**config.mk**
```make
export PLATFORM = sky130hd
export DESIGN_NAME = fix_msg_buffer
export DESIGN_NICKNAME = d
export VERILOG_FILES = /design/src/rtl/fix_buf_pkg.sv /design/src/rtl/fix_buf_ram.sv /design/src/rtl/fix_msg_buffer.sv
export SDC_FILE = /design/constraint.sdc
export NUM_CORES = 2
export LEC_CHECK = 0
export BUFFER_PORTS_ARGS = -buffer_cell sky130_fd_sc_hd__buf_2
export CAP_MARGIN = 20
export CORE_ASPECT_RATIO = 0.7
export CORE_UTILIZATION = 40
export CTS_CLUSTER_SIZE = 25
export DETAILED_ROUTE_END_ITERATION = 7
export SETUP_SLACK_MARGIN = 0.4
export SLEW_MARGIN = 25
export SYNTH_ARGS = -nofsm -noshare
export SYNTH_HDL_FRONTEND = slang
export SYNTH_SLANG_ARGS = --single-unit
export TNS_END_PERCENT = 50
```
**constraint.sdc**
```tcl
create_clock -name clk -period 3.4 [get_ports clk]
set_input_delay 0.51 -clock clk [delete_from_list [all_inputs] [get_ports clk]]
set_output_delay 0.51 -clock clk [all_outputs]
set_load 0.02 [all_outputs]
```
**src/rtl/fix_buf_pkg.sv**
```systemverilog
// Shared types and defaults for the outbound FIX message buffer.
package fix_buf_pkg;

  localparam int unsigned DEPTH_DEF = 256;
  localparam int unsigned AW_DEF    = 8;
  localparam int unsigned DW_DEF    = 8;

  // FIX field separator, used by the message generator
  localparam logic [7:0] FIX_SOH = 8'h01;

  typedef enum logic [1:0] {
    IDLE  = 2'd0,
    FILL  = 2'd1,
    HOLD  = 2'd2,
    DRAIN = 2'd3
  } state_e;

endpackage

```
**src/rtl/fix_buf_ram.sv**
```systemverilog
// Simple dual-port message RAM: one write port, one registered read port.
module fix_buf_ram #(
  parameter int unsigned DEPTH = 256,
  parameter int unsigned AW    = 8,
  parameter int unsigned DW    = 8
) (
  input  logic          clk,
  input  logic          rst_n,
  input  logic          we,
  input  logic [AW-1:0] waddr,
  input  logic [DW-1:0] wdata,
  input  logic          re,
  input  logic [AW-1:0] raddr,
  output logic [DW-1:0] rdata
);

  logic [DW-1:0] mem_q [DEPTH];
  logic [DW-1:0] rdata_q;

  // Write port; the array itself is never reset
  always_ff @(posedge clk) begin
    if (we) begin
      mem_q[waddr] <= wdata;
    end
  end

  // Registered read; output register clears on reset and holds when idle
  always_ff @(posedge clk) begin
    if (!rst_n) begin
      rdata_q <= '0;
    end else if (re) begin
      rdata_q <= mem_q[raddr];
    end
  end

  assign rdata = rdata_q;

endmodule

```
**src/rtl/fix_msg_buffer.sv**
```systemverilog
// Stores one outbound FIX message, computes its checksum and replays it to the slave.
module fix_msg_buffer
  import fix_buf_pkg::*;
#(
  parameter int unsigned DEPTH = DEPTH_DEF,
  parameter int unsigned AW    = AW_DEF,
  parameter int unsigned DW    = DW_DEF
) (
  input  logic          clk,
  input  logic          reset,
  input  logic          wr_valid,
  input  logic [DW-1:0] wr_data,
  input  logic          wr_last,
  output logic          wr_ready,
  input  logic [7:0]    session_initiate,
  input  logic          read_request,
  output logic [DW-1:0] data_out_2,
  output logic [AW-1:0] final_index,
  output logic          fix_message_sent,
  output logic [7:0]    checksum,
  output logic          overflow
);

  localparam logic [AW-1:0] LAST_ADDR = AW'(DEPTH - 1);

  state_e        state_q;
  logic [AW-1:0] wr_ptr_q;
  logic [AW-1:0] rd_ptr_q;
  logic [AW-1:0] final_index_q;
  logic          sent_q;
  logic [7:0]    checksum_q;
  logic [7:0]    acc_q;
  logic          overflow_q;

  logic          abort_c;
  logic          accept_c;
  logic          at_end_c;
  logic          last_c;
  logic          rd_en_c;
  logic [7:0]    acc_d;

  // Handshake and derived strobes
  assign abort_c  = |session_initiate;
  assign wr_ready = ((state_q == IDLE) || (state_q == FILL)) && reset && !abort_c;
  assign accept_c = wr_valid && wr_ready;
  assign at_end_c = (wr_ptr_q == LAST_ADDR);
  assign last_c   = wr_last || at_end_c;
  assign acc_d    = acc_q + 8'(wr_data);
  assign rd_en_c  = reset && !abort_c && read_request &&
                    ((state_q == HOLD) || (state_q == DRAIN));

  // Control FSM, pointers, checksum and status flags
  always_ff @(posedge clk) begin
    if (!reset) begin
      state_q       <= IDLE;
      wr_ptr_q      <= '0;
      rd_ptr_q      <= '0;
      final_index_q <= '0;
      sent_q        <= 1'b0;
      checksum_q    <= '0;
      acc_q         <= '0;
      overflow_q    <= 1'b0;
    end else begin
      sent_q <= 1'b0;
      if (abort_c) begin
        state_q    <= IDLE;
        wr_ptr_q   <= '0;
        rd_ptr_q   <= '0;
        acc_q      <= '0;
        overflow_q <= 1'b0;
      end else begin
        case (state_q)
          IDLE, FILL: begin
            if (accept_c) begin
              wr_ptr_q <= wr_ptr_q + AW'(1);
              acc_q    <= acc_d;
              if (state_q == IDLE) begin
                overflow_q <= 1'b0;
              end
              if (last_c) begin
                // Full buffer without wr_last closes the message as truncated
                state_q       <= HOLD;
                final_index_q <= wr_ptr_q;
                checksum_q    <= acc_d;
                sent_q        <= 1'b1;
                if (at_end_c && !wr_last) begin
                  overflow_q <= 1'b1;
                end
              end else begin
                state_q <= FILL;
              end
            end
          end
          HOLD, DRAIN: begin
            if (read_request) begin
              state_q <= DRAIN;
              if (rd_ptr_q != final_index_q) begin
                rd_ptr_q <= rd_ptr_q + AW'(1);
              end
            end else if (state_q == DRAIN) begin
              state_q  <= IDLE;
              wr_ptr_q <= '0;
              rd_ptr_q <= '0;
              acc_q    <= '0;
            end
          end
          default: state_q <= IDLE;
        endcase
      end
    end
  end

  fix_buf_ram #(
    .DEPTH (DEPTH),
    .AW    (AW),
    .DW    (DW)
  ) u_ram (
    .clk   (clk),
    .rst_n (reset),
    .we    (accept_c),
    .waddr (wr_ptr_q),
    .wdata (wr_data),
    .re    (rd_en_c),
    .raddr (rd_ptr_q),
    .rdata (data_out_2)
  );

  assign final_index      = final_index_q;
  assign fix_message_sent = sent_q;
  assign checksum         = checksum_q;
  assign overflow         = overflow_q;

endmodule

```
==> results by stage <==
Die:
- The floorplan step set the die width to 544.1 um.
- The initial core utilization is 40.49%.
- The row count is 138.
- The core outline area is 203200 um2.
- The full die area is between 200000 and 250000 um2.
- From bottom edge to top edge, the die measures 381.5 um.
- 48 I/O pins were placed.

Timing:
- The number of max-slew violations in the final report is 0.
- Setup violations remaining at the end of the flow were counted as 0.
- The minimum hold slack is roughly 35 ps.
- The clock period minus final worst setup slack is 3138 ps.
- The hold violation total from the final report is 0.
- The worst path uses between 90 and 100% of the clock period.
- Setup repair after global routing could not meet its margin everywhere.
- The worst pin sits at a relative slew slack of approximately 27%.
- The clock skew after layout is 51.33 ps.
- The actual slew at the worst max-slew pin is roughly 1100 ps.
- The achievable frequency is 0.3187 GHz.

Status:
- The flow ran to the end, and the final reports show no timing, DRC or antenna violations.

Cells and area:
- Summing all flip-flop and latch instances after layout gives 62560 um2.
- After the last flow step, the layout net total stands at 4861.
- The non-filler instance count after layout is 7701.
- From synthesis to final layout, the design area changed by 18.87%.
- Of the cells placed in the final design, the portion with a size suffix greater than 1 is 31.94%.
- The total of fill cells in the finished design is 16790.
- The core utilization of the finished layout is 48.13%.
- Summing all multi-input logic gate instances after layout gives 18790 um2.

Placed design:
- At the end of routability-driven placement, the weighted congestion stood at 0.9053.
- The number of input and output port buffers inserted is 47.
- After detailed placement, the design holds a cell count of 7292.
- The HPWL reported at the end of detailed placement is 158600 um.

Worst setup path:
- The type of the worst setup path is reg -> reg.
- The maximum fanout along the worst path is 33.
- Among all stages on the critical path, the largest delay is contributed by a222oi_1.
- The worst setup path is captured at a register.
- The sum of buffers and inverters on the critical path is 4.
- On the worst path, the slowest cell contributes a delay of 430 ps.
- The type of origin of the critical path is a register.
- The library cell appearing most often on the critical path is buf_4.
- Across all register-to-register paths, the minimum setup slack is 260 ps.
- The kind of cell with the highest combined delay along the critical path is compound AO/OA/AOI/OAI gates.
- STA puts the critical path data required time at just over 4000 ps.
- The critical path goes through buf_4, buf_4, buf_12, nor2b_4, buf_6, a221oi_1, a21o_1, a222oi_1, nor2_1, nor4b_2, o32ai_2.
- STA puts the critical path data arrival time at 3850 ps.

Run:
- The count of max-cap constraint violations is 0.

Power and ir drop:
- The power density over the cells is 513.8 nW/um2.
- The worst-case vdd ir drop is between 0.0004 and 0.0005 V.
- Summed over all cells, the static leakage comes to 30.76 nW.

Hold path:
- The tightest min-delay check is of the in -> reg type.

Synthesis:
- By count the netlist is led by edfxtp_1, mux4_2, nor2_1, mux2i_1, nand2_1.
- By area the synthesized netlist is led by edfxtp_1, mux4_2, mux2i_1, nor2_1, dfxtp_1.
- The async set-reset flop share out of synthesis is 0%.
- The number of warnings printed during yosys synthesis is 0.
- Synthesis produced a netlist with a net count of 4134.
- The post-synthesis cell type with the largest combined area is edfxtp_1.
- Counting flops with a built-in enable in the synthesized netlist gives ~2000.
- The synthesized design contains 2100 register bits.
- The post-synthesis cell type count is roughly 70.
- The share of the synthesized area in the top cell type is 74.74%.
- In this run the cell area of the synthesized design comes to just over 80000 um2.
- In this run the mean area of a mapped cell was ~20 um2.
- The post-synthesis instance total is 4100.
- The most used flip-flop cell after synthesis is edfxtp_1.
- Sequential cells were found to cover between 70% and 80% of the synthesized design area.
- The most common cell in the synthesized netlist is edfxtp_1.

Global route:
- The global routing usage summed across all routing layers is 23.41%.
- Global routing finished with a remaining overflow of 0.
- The first global-routing pass estimated 341900 um of wire.
- The number of antenna violations at the first check in global routing is 14.
- The number of global-route vias before repair is roughly 43000.
- Entering global routing, the biggest net connects 190 pins.

Route:
- After detailed routing, the met3 layer carries 29890 um of wire.
- The iteration-0 DRC count of the detailed router is between 6000 and 7000.
- After detailed routing, no signal wire sits above met5.
- The detail-routed net length per standard cell is roughly 32 um.
- The detail route stage leaves a number of antenna-violating nets equal to 0.
- The met2 wire length is 102400 um.
- For this block, the routed nets add up to 244700 um of wire.
- The post-route met1 wirelength is 106000 um.
- The first-pass iteration count of the detailed router is 6.
- In the routed design, unresolved DRC markers number 0.
- The total via count in the routed design is 45490.
- Dividing the detail-routed via count by the number of cells gives between 5 and 6.

Clock network:
- No sink is reached through more buffers than the 4 on the longest clock path.
- Clock tree synthesis inserted a total of 194 buffers.
- The root buffer cell chosen for the clock tree is clkbuf_16.
- The latest clock arrival within the worst-skew pair is ~840 ps.
- TritonCTS built the clock tree.
- The count of H-tree levels built during CTS is 4.
- After clock tree synthesis, the clock-pin slew on the worst setup and hold paths is 70 ps.
- Counting every sink on the clock net gives 2100.
registers in the layout, indices dropped and copies added, names as in the netlist:
name	count
acc_q	8
fix_message_sent	1
rd_ptr_q	8
wr_ptr_q	8
u_ram.mem_q	2048
overflow	1
u_ram.rdata	8
state_q	2
checksum	8
final_index	8
power breakdown:
part / switching [mW] / internal, mW
combinational: 0.486 / 0.0711
sequential: 0.0000567 / 28.4
clock: 9.39 / 11.9
metrics by stage:
stage	total power, mW	worst slack, ps	setup TNS (ps)	instance area [um2]
floorplan	28.95	463.7	0	82290
CTS	50.50	384.3	0	97490
finish	50.25	261.8	0	97820
global route	51.46	289.4	0	97810
global placement	29.47	-133.3	-4209	90390
detailed placement	29.49	-116.3	-2520	90390
per-layer routing:
layer,up-vias,GRT usage [%]
met3,366,5.922
met1,23960,36.72
li1,18320,-
met2,2831,32.15
met4,6,5.934
met5,-,0
cells in the final DEF, fill, tap and decap left out, drive strengths merged, types with 5 or more instances in the layout:
cell	synthesis	routed
edfxtp	2048	2048
buf	145	758
mux4	447	447
nor2	331	331
clkbuf	100	251
mux2i	233	233
nand2	127	127
a21oi	102	102
clkinv	2	76
dfxtp	52	52
o21ai	48	48
o22ai	46	46
nand3	43	43
a221oi	29	29
mux2	28	28
a22oi	27	27
nor2b	27	27
nor3	24	24
a211oi	23	23
o211ai	22	22
o221ai	21	21
bufinv	0	17
inv	13	15
nand2b	13	13
xor2	12	12
xnor2	12	12
ha	12	12
bufbuf	0	7
a31oi	7	7
and3	6	6
nand4	6	6
nor4	6	6
nand3b	5	5
a221o	5	5
nor3b	5	5
kinds of logic after synthesis:
| logic type | count (synthesis) | share of synthesized area, % |
|---|---|---|
| flip-flops | 2100 | 76.00 |
| multiplexers | 708 | 15.47 |
| AND/OR/NAND/NOR | 613 | 3.210 |
| AO/OA/AOI/OAI | 382 | 3.123 |
| buffers and inverters | 260 | 1.726 |
| XOR/XNOR | 24 | 0.2555 |
| adder cells (fa/ha/maj) | 13 | 0.2068 |
area by class of cell:
cell class              count  area share (%)
well taps                2730           3.492
clock inverters            96          0.8800
repair buffers            776           7.143
clock buffers             242           5.256
inverters                  15         0.06012
diodes                      2        0.005117
multi-input cells        1740           19.21
flip-flops and latches   2100           63.96
path summary, 6_finish.rpt:
| check | startpoint | cells after the start | endpoint |
|---|---|---|---|
| max reg2reg | rd_ptr_q[1] | 11 | u_ram.rdata[0] |
| min reg2reg | checksum[7] | 2 | checksum[7] |
| max | rd_ptr_q[1] | 11 | u_ram.rdata[0] |
| min | wr_data[1] | 1 | u_ram.mem_q[13][1] |
timing repair:
action	in CTS	in global routing
cloned	8	1
hold buffers	2	0
endpoints found under the setup margin	8	9
hold endpoints to repair	8	0
buffers inserted	42	16
pin swaps	10	7
gates resized for setup	97	38
Power figures use the tool's default switching activity.
